**src/rtl/cdc_bus_launcher.sv**
```systemverilog
// Source-domain launcher for a multi-cycle (enable-qualified) bus synchronizer.
// Accepts a word over valid/ready, drives it onto Unsync_bus with bus_enable high
// long enough for the destination enable chain to capture it, then releases.
// Timed mode uses fixed hold/gap lengths. Acknowledged mode runs a 4-phase
// handshake against a synchronized ack level, with a timeout on each phase.
//
// Ports:
//   CLK, RST          source clock, asynchronous active-low reset
//   in_data/in_valid  word offered for transfer
//   in_ready          block is idle and will accept this cycle
//   ack_sync          destination ack level, already synchronized to CLK
//   err_clr           clears the sticky timeout flag
//   Unsync_bus        registered bus to the destination synchronizer
//   bus_enable        registered enable to the destination synchronizer
//   busy              transfer or gap in progress
//   timeout_err       sticky acknowledged-mode timeout flag
//   sent_count        completed-transfer counter, wraps
module cdc_bus_launcher #(
  parameter int unsigned BUS_WIDTH      = 2,
  parameter int unsigned HOLD_CYCLES    = 8,
  parameter int unsigned GAP_CYCLES     = 4,
  parameter int unsigned USE_ACK        = 0,
  parameter int unsigned TIMEOUT_CYCLES = 1024,
  parameter int unsigned CNT_WIDTH      = 8
) (
  input  logic                 CLK,
  input  logic                 RST,
  input  logic [BUS_WIDTH-1:0] in_data,
  input  logic                 in_valid,
  output logic                 in_ready,
  input  logic                 ack_sync,
  input  logic                 err_clr,
  output logic [BUS_WIDTH-1:0] Unsync_bus,
  output logic                 bus_enable,
  output logic                 busy,
  output logic                 timeout_err,
  output logic [CNT_WIDTH-1:0] sent_count
);

  localparam int unsigned CTR_W = 16;

  // Counters run down to zero, so each phase loads its length minus one.
  localparam logic [CTR_W-1:0] HOLD_LOAD = CTR_W'(HOLD_CYCLES - 1);
  localparam logic [CTR_W-1:0] GAP_LOAD  = CTR_W'(GAP_CYCLES - 1);
  localparam logic [CTR_W-1:0] TO_LOAD   = CTR_W'(TIMEOUT_CYCLES - 1);
  localparam logic             ACK_MODE  = (USE_ACK != 0);

  typedef enum logic [1:0] {
    IDLE     = 2'd0,
    HOLD     = 2'd1,
    GAP      = 2'd2,
    WAIT_LOW = 2'd3
  } state_t;

  state_t               state, state_nxt;
  logic [CTR_W-1:0]     ctr, ctr_nxt;
  logic [BUS_WIDTH-1:0] bus_nxt;
  logic                 en_nxt;
  logic                 err_nxt;
  logic [CNT_WIDTH-1:0] cnt_nxt;

  // Ready is decoded from the state register alone, so it reads 1 during reset.
  assign in_ready = (state == IDLE);
  assign busy     = ~in_ready;

  // State and registered-output storage.
  always_ff @(posedge CLK or negedge RST) begin
    if (!RST) begin
      state       <= IDLE;
      ctr         <= '0;
      Unsync_bus  <= '0;
      bus_enable  <= 1'b0;
      timeout_err <= 1'b0;
      sent_count  <= '0;
    end else begin
      state       <= state_nxt;
      ctr         <= ctr_nxt;
      Unsync_bus  <= bus_nxt;
      bus_enable  <= en_nxt;
      timeout_err <= err_nxt;
      sent_count  <= cnt_nxt;
    end
  end

  // Next-state and next-output decode.
  always_comb begin
    state_nxt = state;
    ctr_nxt   = ctr;
    bus_nxt   = Unsync_bus;
    en_nxt    = bus_enable;
    cnt_nxt   = sent_count;
    // Clear first so that a timeout on the same edge overrides it.
    err_nxt   = timeout_err & ~err_clr;

    case (state)
      IDLE: begin
        if (in_valid) begin
          bus_nxt   = in_data;
          en_nxt    = 1'b1;
          state_nxt = HOLD;
          ctr_nxt   = ACK_MODE ? TO_LOAD : HOLD_LOAD;
        end
      end

      HOLD: begin
        if (ACK_MODE) begin
          if (ack_sync) begin
            en_nxt    = 1'b0;
            cnt_nxt   = sent_count + CNT_WIDTH'(1);
            state_nxt = WAIT_LOW;
            ctr_nxt   = TO_LOAD;
          end else if (ctr == '0) begin
            err_nxt   = 1'b1;
            en_nxt    = 1'b0;
            state_nxt = IDLE;
          end else begin
            ctr_nxt = ctr - CTR_W'(1);
          end
        end else begin
          if (ctr == '0) begin
            en_nxt    = 1'b0;
            cnt_nxt   = sent_count + CNT_WIDTH'(1);
            state_nxt = GAP;
            ctr_nxt   = GAP_LOAD;
          end else begin
            ctr_nxt = ctr - CTR_W'(1);
          end
        end
      end

      GAP: begin
        if (ctr == '0) begin
          state_nxt = IDLE;
        end else begin
          ctr_nxt = ctr - CTR_W'(1);
        end
      end

      WAIT_LOW: begin
        if (!ack_sync) begin
          state_nxt = IDLE;
        end else if (ctr == '0) begin
          err_nxt   = 1'b1;
          state_nxt = IDLE;
        end else begin
          ctr_nxt = ctr - CTR_W'(1);
        end
      end

      default: state_nxt = IDLE;
    endcase
  end

endmodule

```
**config.mk**
```make
export PLATFORM = sky130hd
export DESIGN_NAME = cdc_bus_launcher
export DESIGN_NICKNAME = d
export VERILOG_FILES = /design/src/rtl/cdc_bus_launcher.sv
export SDC_FILE = /design/constraint.sdc
export NUM_CORES = 1
export LEC_CHECK = 0
export ABC_AREA = 1
export CAP_MARGIN = 20
export CORE_ASPECT_RATIO = 2
export CORE_MARGIN = 3
export CORE_UTILIZATION = 57
export DETAILED_ROUTE_END_ITERATION = 6
export DONT_BUFFER_PORTS = 1
export PLACE_DENSITY = 0.72
export REMOVE_ABC_BUFFERS = 1
export SYNTH_ARGS = -nofsm -noshare
export SYNTH_HDL_FRONTEND = slang
export SYNTH_SLANG_ARGS = --single-unit
```
**constraint.sdc**
```tcl
create_clock -name CLK -period 1.63 [get_ports CLK]
set_input_delay 0.4075 -clock CLK [delete_from_list [all_inputs] [get_ports CLK]]
set_output_delay 0.4075 -clock CLK [all_outputs]
set_load 0.01 [all_outputs]
```
After elaboration in Yosys (flattened, before gate mapping) --
Index checks and enable logic that the tools add are counted.
Operators by class: add/sub/neg operators 2, multiply operators 0, div/mod/pow operators 0, order comparisons 0, eq/ne operators 6, shift operators 0, multiplexer cells 16, bitwise logic cells 3, reductions and logical operators 8
Operators with widths (count):
- $mux 16 | 4
- $pmux 16 s4 | 1
- $logic_not 16->1 | 1
- $sub 16x1->16 const B | 1
- $add 8x1->8 const B | 1
- $mux 2 | 4
- $pmux 2 s4 | 1
- $reduce_and 2->1 | 4
- $ne 2x2->1 const B | 3
- $mux 1 | 5
- $eq 2x2->1 const B | 2
- $reduce_and 3->1 | 1
- $eq 2x1->1 const B | 1
- $logic_not 2->1 | 1
- $not 1->1 | 2
- $pmux 1 s2 | 1
- $reduce_bool 2->1 | 1
- $and 1x1->1 | 1
Storage, ports and cells: register bits 30, latch bits 0, RAM bits 0, ROM bits 0, bits of input ports 7, output and inout port bits 14, logic and storage cells 41, memories kept 0

Longest topological paths before layout --
word-level depth 5, gate-level depth with buffers 10, mapped depth without buffers 10

Worst setup path after synthesis --
Ideal clock, no wire load.
path type reg-to-reg, from register ctr[0], to register ctr[14], data arrival time 1336 ps, required time 1508 ps, path slack 172 ps, stages on the path, launching flop included 11, path buffers 1, period minus slack after synthesis 1458 ps, cells stage by stage dfrtp_1 > inv_1 > ha_1 > nand3_1 > nor2_2 > nand3_4 > buf_6 > nand3_1 > nand2_1 > nand2_1 > nor2_1
Between the ends: longest elaborated chain between the ends 4, elaborated cells on any way between the ends 6, classes of those cells add/sub (1); mux (4); reduce/logical (1)
Ends and longest elaborated chain:
- from (decl) | RTL line 56 | logic [CTR_W-1:0] ctr, ctr_nxt;
- from (signal assigned) | RTL line 77 | ctr <= ctr_nxt;
- $sub 16x1->16 or $logic_not 16->1 (tied branches)
- $mux 16 | RTL line 132, 142
- $mux 16 | RTL line 140 | if (!ack_sync) begin
- $pmux 16 s4 * | RTL line 95 | case (state)
Mark *: on every way between the ends. The rest lies on a longest branch, timed or not. The select of a mux whose other input is x is not followed. A chain may end at the register's enable or synchronous reset.

Worst setup path in the final report --
from register ctr[13], to register ctr[3]
Between the ends: longest elaborated chain between the ends 4, elaborated cells on any way between the ends 5, classes of those cells mux (4); reduce/logical (1)
Ends and longest elaborated chain (RTL line):
- $logic_not 16->1 * | 120, 132, 142
- $mux 16 (2 in a row)
- $pmux 16 s4 * | 95
Marked as above.

==> results.ini <==
[status]
status=finished, final reports clean

[sta]
timing.final.hold_violations=0
period_needed_ns=1.56
setup_viol=0
max_freq_mhz=640
max_slew_margin_pct=79.5
grt_setup_unrepaired=true
finalClockSkew_ns=0.00441
worst_slew_pin_slew_ns=0.307
slew_violations=0
setup_ws_ns=0.0681
finalCritPeriodShare_pct=95.8

[cells_and_area]
final_common_cell=nand2_1
final-instance-count-excl-fill=308
finalNetCount=286
drive_gt1_share_pct=22.0
diodes=0
area_growth_pct=12.8
nFillCells=284
most-common-layout-cells=71 x nand2_1, 36 x inv_1, 28 x dfrtp_1

[synthesis]
synth-seq-area-share_pct=38.2
syn_avg_cell_area_um2=7.55
synth.largest_area_cell=dfrtp_1
yosysTopAreaCellShare_pct=38.2
synth-seq-cells=30
ys_types=31
ys_top_cells_by_area=dfrtp_1 38%, nand2_1 14%, inv_1 7.1%
synth.cell_area_um2=1960
yosysWarningCount=0
synthCells=260

[routing]
vias=1773
wl_per_cell_um=14.9
routed_wl_mm=4.57
post-route-drc-count=0
postRouteAntennaNets=0
drt_pass1_iterations=4
drt_iter0_drc=57
vias_per_cell=5.76

[floorplanning]
fp.coreArea_um2=3230
rows=29
die-area_um2=4230
dieHeight_um=89.0
start_util_pct=60.8
ioPinCount=21
die_w_um=47.5

[setup_path]
cp_max_fo=8
slowest_stage=dfrtp_1
worstSetupEndpointType=register
cpMostUsedCell=nand2_1
required_ns=1.85
critPathBufInv=1
cp_top_family=simple AND/OR/NAND/NOR gates
cp.arrival_ns=1.78
crit_type=register to register
r2r.worst_path.cells=8
cp.depth=8
cp-start-kind=register
slowest_delay_ns=0.42
r2r_slack_ns=0.07
worstPathCellList=nor2_2 -> nand2_1 -> nor2_2 -> nand3_4 -> nand2_4 -> buf_4 -> nand2_1 -> nand2_1
timing.rr.end=ctr[3]
reg2reg_from=ctr[13]

[placed_design]
post-dp-hpwl_mm=3.49
port_buffers=0
dp.cells=298
dp_slack_ns=0.0509
gp_congestion=0.948

[clock_network]
clock_path_buffers=2
clock-sinks=30
root_buffer=clkbuf_8
cts_made_buffers=5
clk_pin_slew_ns=0.06
htree_levels=2
clk_latency_ns=0.28
post_cts_buffers=0
cts_tree=yes

[global_routing]
grt_antenna_before_repair=0
grtUsageTotal_pct=24.7
grt_max_degree=31
overflow=0
grt_pass1_wl_mm=7.34
grt_pass1_vias=1730

[hold_path]
min_from=err_clr
min_path_cells=1
hold_path.class=primary input to register
hold_end=timeout_err

[power]
vdd_drop_max_mv=1.04
powerDensity_nw_per_um2=2010
p_leak_uw=0.00116

[flow_run]
maxCapViolations=0

[sequential cells by signal, summed over array words and instances (netlist names)]
name	count
Unsync_bus	2
state	2
bus_enable	1
timeout_err	1
ctr	16
sent_count	8
[where the power goes]
group	internal, uW	switching (uW)	leakage, uW
combinational	883	1630	0.000725
sequential	995	319	0.000390
clock	340	275	0.0000482
total	2220	2230	0.00116
[timing repair]
action / in CTS / in global routing
gates resized for setup: 0 / 12
endpoints found under the hold margin: 30 / 0
hold buffers: 2 / 0
endpoints found under the setup margin: 0 / 19
[cells in the mapped netlist]
cell type   n
inv_2       1
buf_6       2
buf_4       1
nand2_4     3
o22ai_1     1
a21oi_2     1
nand3_4     1
xnor2_1     2
nor2_1     26
nor3_2      1
o2111ai_1   1
o21ai_0     2
nor3b_1     1
nand2_2     4
o21ai_1     2
o211ai_1    1
nand3_1    21
nor2_2      8
nor2_4      5
nor3_1      5
a211oi_1    1
inv_1      37
nand4_1    11
nand2_1    71
xor2_1      8
mux2_2      2
nand3_2     4
ha_1        3
inv_4       2
o21ai_2     2
dfrtp_1    30
[area by class of cell]
class / instances / area (um^2) / area share, %
well taps: 31 / 38.8 / 1.75
repair buffers: 12 / 109 / 4.92
clock inverters: 1 / 5.00 / 0.226
inverters: 40 / 155 / 7.01
flip-flops and latches: 30 / 753 / 34.0
clock buffers: 7 / 86.3 / 3.90
multi-input cells: 187 / 1070 / 48.2
[worst max-delay path by stage]
stage	from	endpoint
floorplan	ctr[0]	ctr[0]
global placement	ctr[6]	ctr[14]
detailed placement	ctr[6]	ctr[14]
finish	ctr[13]	ctr[3]
CTS	ctr[6]	ctr[14]
global route	ctr[1]	ctr[11]
[through the flow]
step | hold WS (ns) | util, % | total power [uW] | TNS, ns | instance area, um^2
floorplan | 0.112 | - | 3030 | 0 | 1930
global placement | 0.113 | 63.4 | 3630 | 0 | 2050
detailed placement | 0.113 | 63.4 | 3660 | 0 | 2050
CTS | 0.224 | 67.1 | 4310 | 0 | 2170
global route | 0.228 | 68.6 | 4850 | -0.242 | 2210
finish | 0.223 | 68.6 | 4450 | 0 | 2210
[routing by layer]
metal	wire, um	up-vias	global-route usage, %
met5	0	-	0
met4	285	0	17.6
met3	225	26	3.43
met2	2550	63	46.2
met1	1510	832	21.6
li1	-	852	-
[logic make-up (layout without fill, tap and decap cells)]
| family | after synthesis | after routing | synth area share [%] |
|---|---|---|---|
| buffers and inverters | 43 | 60 | 9.43 |
| DFF | 30 | 30 | 38.2 |
| xor gates and xnor gates | 10 | 10 | 4.46 |
| muxes | 2 | 2 | 1.15 |
| AOI/OAI and AO/OA | 11 | 11 | 3.89 |
| and+or+nand+nor | 161 | 161 | 40.9 |
| adders and majority gates | 3 | 3 | 1.91 |
Power figures use the tool's default switching activity.
